--- src/rtl/crc_pkg.sv ---
// Shared types and the single-bit reflected CRC step
// for the parallel CRC engine.
package crc_pkg;

   typedef enum logic [1:0] {
      IDLE,
      CALC,
      OUT
   } state_e;

   // Operates on a 32-bit container; narrower CRCs keep upper bits zero.
   function automatic logic [31:0] crc_bit_step(
      input logic [31:0] crc,
      input logic        d,
      input logic [31:0] poly
   );
      logic fb;
      fb = crc[0] ^ d;
      return (crc >> 1) ^ ({32{fb}} & poly);
   endfunction

endpackage

--- src/rtl/crc_unroll.sv ---
// Combinational DW-fold unrolled reflected CRC update,
// data bit 0 is folded in first.
module crc_unroll
   import crc_pkg::*;
#(
   parameter int unsigned         CRC_W = 8,
   parameter int unsigned         DW    = 8,
   parameter logic [CRC_W-1:0]    POLY  = 'h8C
) (
   input  logic [CRC_W-1:0] crc_in,
   input  logic [DW-1:0]    data,
   output logic [CRC_W-1:0] crc_out
);

   always_comb begin
      crc_out = crc_in;
      for (int i = 0; i < DW; i++) begin
         crc_out = CRC_W'(crc_bit_step(32'(crc_out), data[i],
                                       32'(POLY)));
      end
   end

endmodule

--- src/rtl/crc_par_engine.sv ---
// Parametrised reflected CRC generator/checker with parallel
// and LSB-first serial result and a residue-based check flag.
module crc_par_engine
   import crc_pkg::*;
#(
   parameter int unsigned      CRC_W   = 8,
   parameter int unsigned      DW      = 8,
   parameter logic [CRC_W-1:0] POLY    = 'h8C,
   parameter logic [CRC_W-1:0] SEED    = '0,
   parameter logic [CRC_W-1:0] XOROUT  = '0,
   parameter logic [CRC_W-1:0] RESIDUE = '0
) (
   input  logic             CLK,
   input  logic             RST,
   input  logic             ACTIVE,
   input  logic [DW-1:0]    DATA,
   input  logic             CHECK,
   output logic             Valid,
   output logic             CRC,
   output logic [CRC_W-1:0] CRC_PAR,
   output logic             CRC_OK,
   output logic             BUSY
);

   localparam int CW = $clog2(CRC_W);

   state_e           state_q, state_d;
   logic [CRC_W-1:0] crc_q, crc_d;
   logic [CRC_W-1:0] sh_q, sh_d;
   logic [CRC_W-1:0] par_q, par_d;
   logic [CW-1:0]    cnt_q, cnt_d;
   logic             ok_q, ok_d;
   logic             chk_unused_q, chk_unused_d;
   logic [CRC_W-1:0] crc_base;
   logic [CRC_W-1:0] crc_nxt;

   // A frame always starts from SEED, whatever the register holds.
   assign crc_base = (state_q == IDLE) ? SEED : crc_q;

   crc_unroll #(
      .CRC_W (CRC_W),
      .DW    (DW),
      .POLY  (POLY)
   ) u_unroll (
      .crc_in  (crc_base),
      .data    (DATA),
      .crc_out (crc_nxt)
   );

   always_comb begin
      state_d      = state_q;
      crc_d        = crc_q;
      sh_d         = sh_q;
      par_d        = par_q;
      cnt_d        = cnt_q;
      ok_d         = ok_q;
      chk_unused_d = chk_unused_q;
      unique case (state_q)
         IDLE: begin
            if (ACTIVE) begin
               crc_d        = crc_nxt;
               chk_unused_d = CHECK;
               state_d      = CALC;
            end
         end
         CALC: begin
            if (ACTIVE) begin
               crc_d = crc_nxt;
            end else begin
               sh_d    = crc_q ^ XOROUT;
               par_d   = crc_q ^ XOROUT;
               ok_d    = (crc_q == RESIDUE);
               cnt_d   = '0;
               state_d = OUT;
            end
         end
         OUT: begin
            sh_d  = sh_q >> 1;
            cnt_d = cnt_q + 1'b1;
            if (cnt_q == CW'(CRC_W - 1)) begin
               cnt_d   = '0;
               state_d = IDLE;
            end
         end
         default: state_d = IDLE;
      endcase
   end

   always_ff @(posedge CLK or negedge RST) begin
      if (!RST) begin
         state_q      <= IDLE;
         crc_q        <= SEED;
         sh_q         <= '0;
         par_q        <= '0;
         cnt_q        <= '0;
         ok_q         <= 1'b0;
         chk_unused_q <= 1'b0;
      end else begin
         state_q      <= state_d;
         crc_q        <= crc_d;
         sh_q         <= sh_d;
         par_q        <= par_d;
         cnt_q        <= cnt_d;
         ok_q         <= ok_d;
         chk_unused_q <= chk_unused_d;
      end
   end

   assign Valid   = (state_q == OUT);
   assign BUSY    = (state_q == OUT);
   assign CRC     = Valid & sh_q[0];
   assign CRC_PAR = par_q;
   assign CRC_OK  = ok_q;

endmodule
--- config.mk ---
export PLATFORM = sky130hd
export DESIGN_NAME = crc_par_engine
export DESIGN_NICKNAME = d
export VERILOG_FILES = /design/src/rtl/crc_pkg.sv /design/src/rtl/crc_unroll.sv /design/src/rtl/crc_par_engine.sv
export SDC_FILE = /design/constraint.sdc
export NUM_CORES = 1
export LEC_CHECK = 0
export ABC_AREA = 1
export ABC_CLOCK_PERIOD_IN_PS = 1590
export CAP_MARGIN = 20
export CORE_MARGIN = 2
export CORE_UTILIZATION = 45
export DETAILED_ROUTE_END_ITERATION = 8
export PLACE_DENSITY_LB_ADDON = 0.25
export SYNTH_ARGS = -nofsm -noshare
export SYNTH_HDL_FRONTEND = slang
export SYNTH_SLANG_ARGS = --single-unit
--- constraint.sdc ---
create_clock -name CLK -period 1.59 [get_ports CLK]
set_input_delay 0.318 -clock CLK [delete_from_list [all_inputs] [get_ports CLK]]
set_output_delay 0.318 -clock CLK [all_outputs]
set_load 0.01 [all_outputs]
# After elaboration in Yosys (flattened, before gate mapping)

Index checks and enable logic that the tools add are counted.

Bits in registers: 30
Input bits: 12
Output and inout bits: 12
Word-level logic and storage cells: 49

Add/subtract/negate cells: 1
Equal/unequal tests: 6
Mux-type cells: 10
Bitwise operators: 18
Reduce and logical (&&, ||, !) cells: 8

Operators by type and width:

| cell                                           | number |
|---|---|
| bitwise XOR 7 x 8 -> 8 bit                     | 8 |
| two-way mux 8 bit                              | 2 |
| case mux 8 bit (2 select lines)                | 1 |
| zero test 8 bit                                | 1 |
| bitwise XOR 1 bit                              | 8 |
| two-way mux 2 bit                              | 3 |
| two-way mux 3 bit                              | 2 |
| case mux 2 bit (3 select lines)                | 1 |
| case mux 3 bit (2 select lines)                | 1 |
| AND reduction 2 bit                            | 3 |
| != test 2 bit (second input constant)          | 2 |
| adder 3 x 1 -> 3 bit (second input constant)   | 1 |
| == test 3 bit (second input constant)          | 1 |
| AND reduction 3 bit                            | 1 |
| == test 2 x 1 -> 1 bit (second input constant) | 1 |
| == test 2 bit (second input constant)          | 1 |
| zero test 2 bit                                | 1 |
| != test 2 x 1 -> 1 bit (second input constant) | 1 |
| nonzero test 2 bit                             | 1 |
| OR reduction 2 bit                             | 1 |
| bitwise AND 1 bit                              | 1 |
| inverter 1 bit                                 | 1 |

# Logic depth before layout (Yosys ltp)

Depth in word-level cells: 18
Depth in mapped cells: 16
Gate-level depth less buffers: 16

# Cells and area by module

Synthesis repeated with hierarchy kept, for this count alone.

Cell total of the unflattened synthesis: 240
Area total of the unflattened synthesis: 1794.2 um2

Modules (own cells, without submodules):

| module         | times used | cells an instance | area an instance (um2) | sequential area each (um2) |
|---|---|---|---|---|
| crc_par_engine | 1          | 150               | 1322.5                 | 750.7 |
| crc_unroll     | 1          | 90                | 471.7                  | 0.0 |

# Worst setup path after synthesis

No wires, ideal clock.

Path type: register to register
Start point: reg state_q[1]
End point: reg crc_q[2]
Library setup time: 0.117 ns
Arrival time: 1.413 ns
Data required time: 1.473 ns
Setup slack: 0.060 ns
Stages on the path, launching flop included: 16
Cell sequence: dfrtp_1 > inv_2 > nand2_4 > buf_8 > nand2_1 > nand2_1 > nand2_1 > nand3_1 > nand2_1 > nand2_1 > nand2_1 > nand2_1 > nand2_1 > nand2_1 > nand3_1 > nand2_1

Cells in the longest elaborated chain, start to end: 13

RTL lines:

| element                                                         | line                         | text |
|---|---|---|
| from (decl)                                                     | crc_par_engine.sv:27         | `state_e state_q, state_d;` |
| from (signal assigned)                                          | crc_par_engine.sv:99         | `state_q <= state_d;` |
| zero test 2 bit                                                 | --                           |  |
| two-way mux 8 bit                                               | crc_par_engine.sv:38         | `assign crc_base = (state_q == IDLE) ? SEED : crc_q;` |
| bitwise XOR 1 bit or bitwise XOR 7 x 8 -> 8 bit (tied branches) | crc_pkg.sv:18, crc_pkg.sv:19 |  |
| bitwise XOR 7 x 8 -> 8 bit or bitwise XOR 1 bit (tied branches) | crc_pkg.sv:19, crc_pkg.sv:18 |  |
| bitwise XOR 7 x 8 -> 8 bit (2 in a row)                         | crc_pkg.sv:19                | `return (crc >> 1) ^ ({32{fb}} & poly);` |
| bitwise XOR 1 bit or bitwise XOR 7 x 8 -> 8 bit (tied branches) | crc_pkg.sv:18, crc_pkg.sv:19 |  |
| bitwise XOR 7 x 8 -> 8 bit or bitwise XOR 1 bit (tied branches) | crc_pkg.sv:19, crc_pkg.sv:18 |  |
| bitwise XOR 7 x 8 -> 8 bit (2 in a row)                         | crc_pkg.sv:19                |  |
| bitwise XOR 1 bit or bitwise XOR 7 x 8 -> 8 bit (tied branches) | crc_pkg.sv:18, crc_pkg.sv:19 |  |
| bitwise XOR 7 x 8 -> 8 bit or bitwise XOR 1 bit (tied branches) | crc_pkg.sv:19, crc_pkg.sv:18 |  |
| bitwise XOR 7 x 8 -> 8 bit                                      | crc_pkg.sv:19                |  |
| to (signal assigned)                                            | crc_par_engine.sv:100        | `crc_q <= crc_d;` |
| to (decl)                                                       | crc_par_engine.sv:28         | `logic [CRC_W-1:0] crc_q, crc_d;` |

Parallel ways exist; a longest one is shown, timed or not.
A chain may end at the register's enable or synchronous reset.

# Worst setup path in the final report

Start point: reg state_q[0]
End point: reg crc_q[2]

Same word-level chain as after synthesis.

==> results.ini <==
[placement]
dp_worst_setup_slack_ns = -0.275
gp_congestion = 0.867
placedCellCount = 297
dpl.hpwl_um = 2610
io_buffers = 22
dpl-instance-area_mm2 = 0.00199

[finish]
nFillCells = 273
antennaDiodeCount = 0
stdcell_count = 317
seq_area_um2 = 751
drive_gt1_share_pct = 36.2
postLayoutCellArea_mm2 = 0.00242
utilization_pct = 72.0
multi_input_area_um2 = 952
nets = 284
area_delta_synth_final_pct = 51.3

[routing]
ant_nets = 0
dr.pass1.iters = 4
drt_iter0_drc = 79
drt-total-wl_um = 3950
drc = 0
viasPerCell = 4.94
num_vias = 1566
wl_per_cell_um = 12.5

[cts]
hold_buffers = 0
numCtsBuffers = 5
cts_root_buf = clkbuf_4
cts_num_sinks = 30
cts_buffer_depth = 2
clk_latency_ns = 0.34
clk_pin_slew_ns = 0.10
tritoncts = yes
htreeDepth = 2

[job]
cap_violations = 0

[min_path]
hold_path_class = in2async

[worst_setup_path]
reg2reg_to = crc_q[2]$_DFFE_PN0P_
worstPathCellList = buf_6 > inv_8 > nand2_8 > buf_6 > nand3_2 > nand2_2 > nand2_2 > nand2_4 > nand2_2 > nand4_1 > nand2_2 > nand2_1 > nand3_1 > nand2_1
cp_num_buf_inv = 3
critPathMostFrequentCell = nand2_2
start_kind = register
worstRegToRegCells = 14
arrival_ns = 1.97
critPathSlowestCell = dfrtp_1
cp_max_fo = 6
ff2ff_setup_slack_ns = -0.14
r2r-start = state_q[0]$_DFFE_PN0P_
critical_path_depth = 14
path_class = reg2reg
end_kind = register
crit_family = simple AND/OR/NAND/NOR gates
required_ns = 1.83
slowest_delay_ns = 0.40

[logic_synthesis]
synth_warnings = 0
synth.avg_cell_area_um2 = 7.48
syn_area_mm2 = 0.00160
yosysSeqAreaShare_pct = 46.9
synthCells = 214
synth_cell_types = 28
ys_ff_latch = 30
syn_nets = 228

[floorplanning]
die_y_um = 63.6
coreArea_mm2 = 0.00336
io_pins = 24
die_area_mm2 = 0.00405
rows = 21
die_x_um = 63.6
initial_core_util_pct = 47.6

[grt]
grtUsageTotal_pct = 20.3
grt-ovfl-total = 0
grt_max_degree = 31
antenna_found_initial = 0
grt_pass1_vias = 1460
grt_pass1_wl_um = 6270

[power]
ir_drop_mv = 0.964
p_total_mw = 4.83
p_per_area_mw_per_mm2 = 2000
p_leak_nw = 1.31

[timing]
setup-violations-final = 6
slew_violations = 0
fin_hold_ws_ns = 0.357
final_hold_viol_count = 0
fin_crit_ns = 1.73
final.setup.tns_ns = -0.499
relSlewSlack_pct = 75.7
post-route-period-util_pct = 109
rsz0062_at_grt = yes
setup_slack_ns = -0.140
fmax_ghz = 0.578
finClkSkew_ns = 0.0126
max_slew.worst_pin.slew_ns = 0.364

[run_status]
violations = negative setup slack
status = finished with violations

-- sequential cells by signal, indices dropped and copies added, names as in the netlist --
| register | cells |
|---|---|
| crc_q | 8 |
| CRC_OK | 1 |
| sh_q | 8 |
| cnt_q | 3 |
| CRC_PAR | 8 |
| state_q | 2 |
-- report_power, final --
| part | switching [mW] | leakage [nW] | internal, mW |
|---|---|---|---|
| logic | 1.51 | 0.889 | 1.34 |
| registers | 0.287 | 0.378 | 1.10 |
| clock network | 0.268 | 0.0450 | 0.325 |
-- area by class of cell --
| cell class | instances | share of cell area, % |
|---|---|---|
| sequential | 30 | 31.0 |
| clock inverter | 3 | 1.65 |
| inverter | 22 | 3.98 |
| tap | 46 | 2.38 |
| timing repair buffer | 52 | 20.1 |
| clock buffer | 5 | 1.55 |
| multi-input combinational | 159 | 39.3 |
-- metal layers --
layer	vias up	part of all wire [%]	track usage [%]
met5	-	0	0
met4	0	3.0	9.51
met3	14	3.8	4.82
met2	44	52	35.3
met1	726	41	23.4
li1	782	-	-
-- synth_stat cells --
library cell	number	area (um^2)
a21oi_1	1	5.00
a22o_1	1	8.76
buf_4	1	7.51
buf_8	1	15.0
clkbuf_1	2	7.51
clkinv_1	1	3.75
dfrtp_1	30	751
ha_1	2	25.0
inv_1	18	67.6
inv_2	3	11.3
nand2_1	101	379
nand2_2	4	25.0
nand2_4	1	11.3
nand3_1	16	80.1
nand3_2	1	10.0
nand4_1	2	12.5
nor2_1	3	11.3
nor2_2	1	6.26
nor3_1	1	5.00
nor4_1	1	6.26
o211ai_1	2	15.0
o21ai_0	11	55.1
o21ai_1	2	10.0
o21bai_1	1	7.51
or2_1	1	6.26
or2_2	1	6.26
xor2_1	4	35.0
xor2_2	1	16.3
-- logic make-up after synthesis --
group,Yosys count,share of synthesized area (%)
AO/OA/AOI/OAI,18,6.33
buffers and inverters,26,7.04
adder cells (fa/ha/maj),2,1.56
AND/OR/NAND/NOR,133,34.9
XOR/XNOR,5,3.21
flip-flops,30,46.9
-- worst max-delay path by stage --
stage	startpoint	to	slack, ns
final	state_q[0]$_DFFE_PN0P_	crc_q[2]$_DFFE_PN0P_	-0.14
after global routing	state_q[0]$_DFFE_PN0P_	crc_q[2]$_DFFE_PN0P_	-0.27
after CTS	state_q[0]$_DFFE_PN0P_	crc_q[2]$_DFFE_PN0P_	-0.08
after detailed placement	DATA[0]	crc_q[2]$_DFFE_PN0P_	-0.27
after global placement	DATA[0]	crc_q[2]$_DFFE_PN0P_	-0.21
after floorplan	state_q[1]$_DFFE_PN0P_	crc_q[2]$_DFFE_PN0P_	0.06
-- what timing repair did --
action / 4_1_cts / 5_1_grt
pin swaps: 21 / 24
buffers inserted: 7 / 5
gates resized for setup: 39 / 50
cloned: 1 / 0
endpoints found under the setup margin: 9 / 26
-- layout by cell type (no fill, tap or decap), drive strengths merged, types with 2 or more instances in the layout --
cell type,instances
nand2,107
buf,33
dfrtp,30
inv,21
nand3,17
clkdlybuf4s50,13
o21ai,13
dlymetal6s2s,6
clkbuf,5
xor2,5
nor2,4
nand4,2
o211ai,2
ha,2
clkinv,2
or2,2
-- worst reg2reg max path, cell delays in order (launching register included) --
cell and delay [ns]:
dfrtp_1 0.40, buf_6 0.15, inv_8 0.08, nand2_8 0.07
buf_6 0.13, nand3_2 0.05, nand2_2 0.07, nand2_2 0.08
nand2_4 0.06, nand2_2 0.07, nand4_1 0.17, nand2_2 0.13
nand2_1 0.05, nand3_1 0.07, nand2_1 0.05
Note: power is estimated with default switching activity, not from simulation.
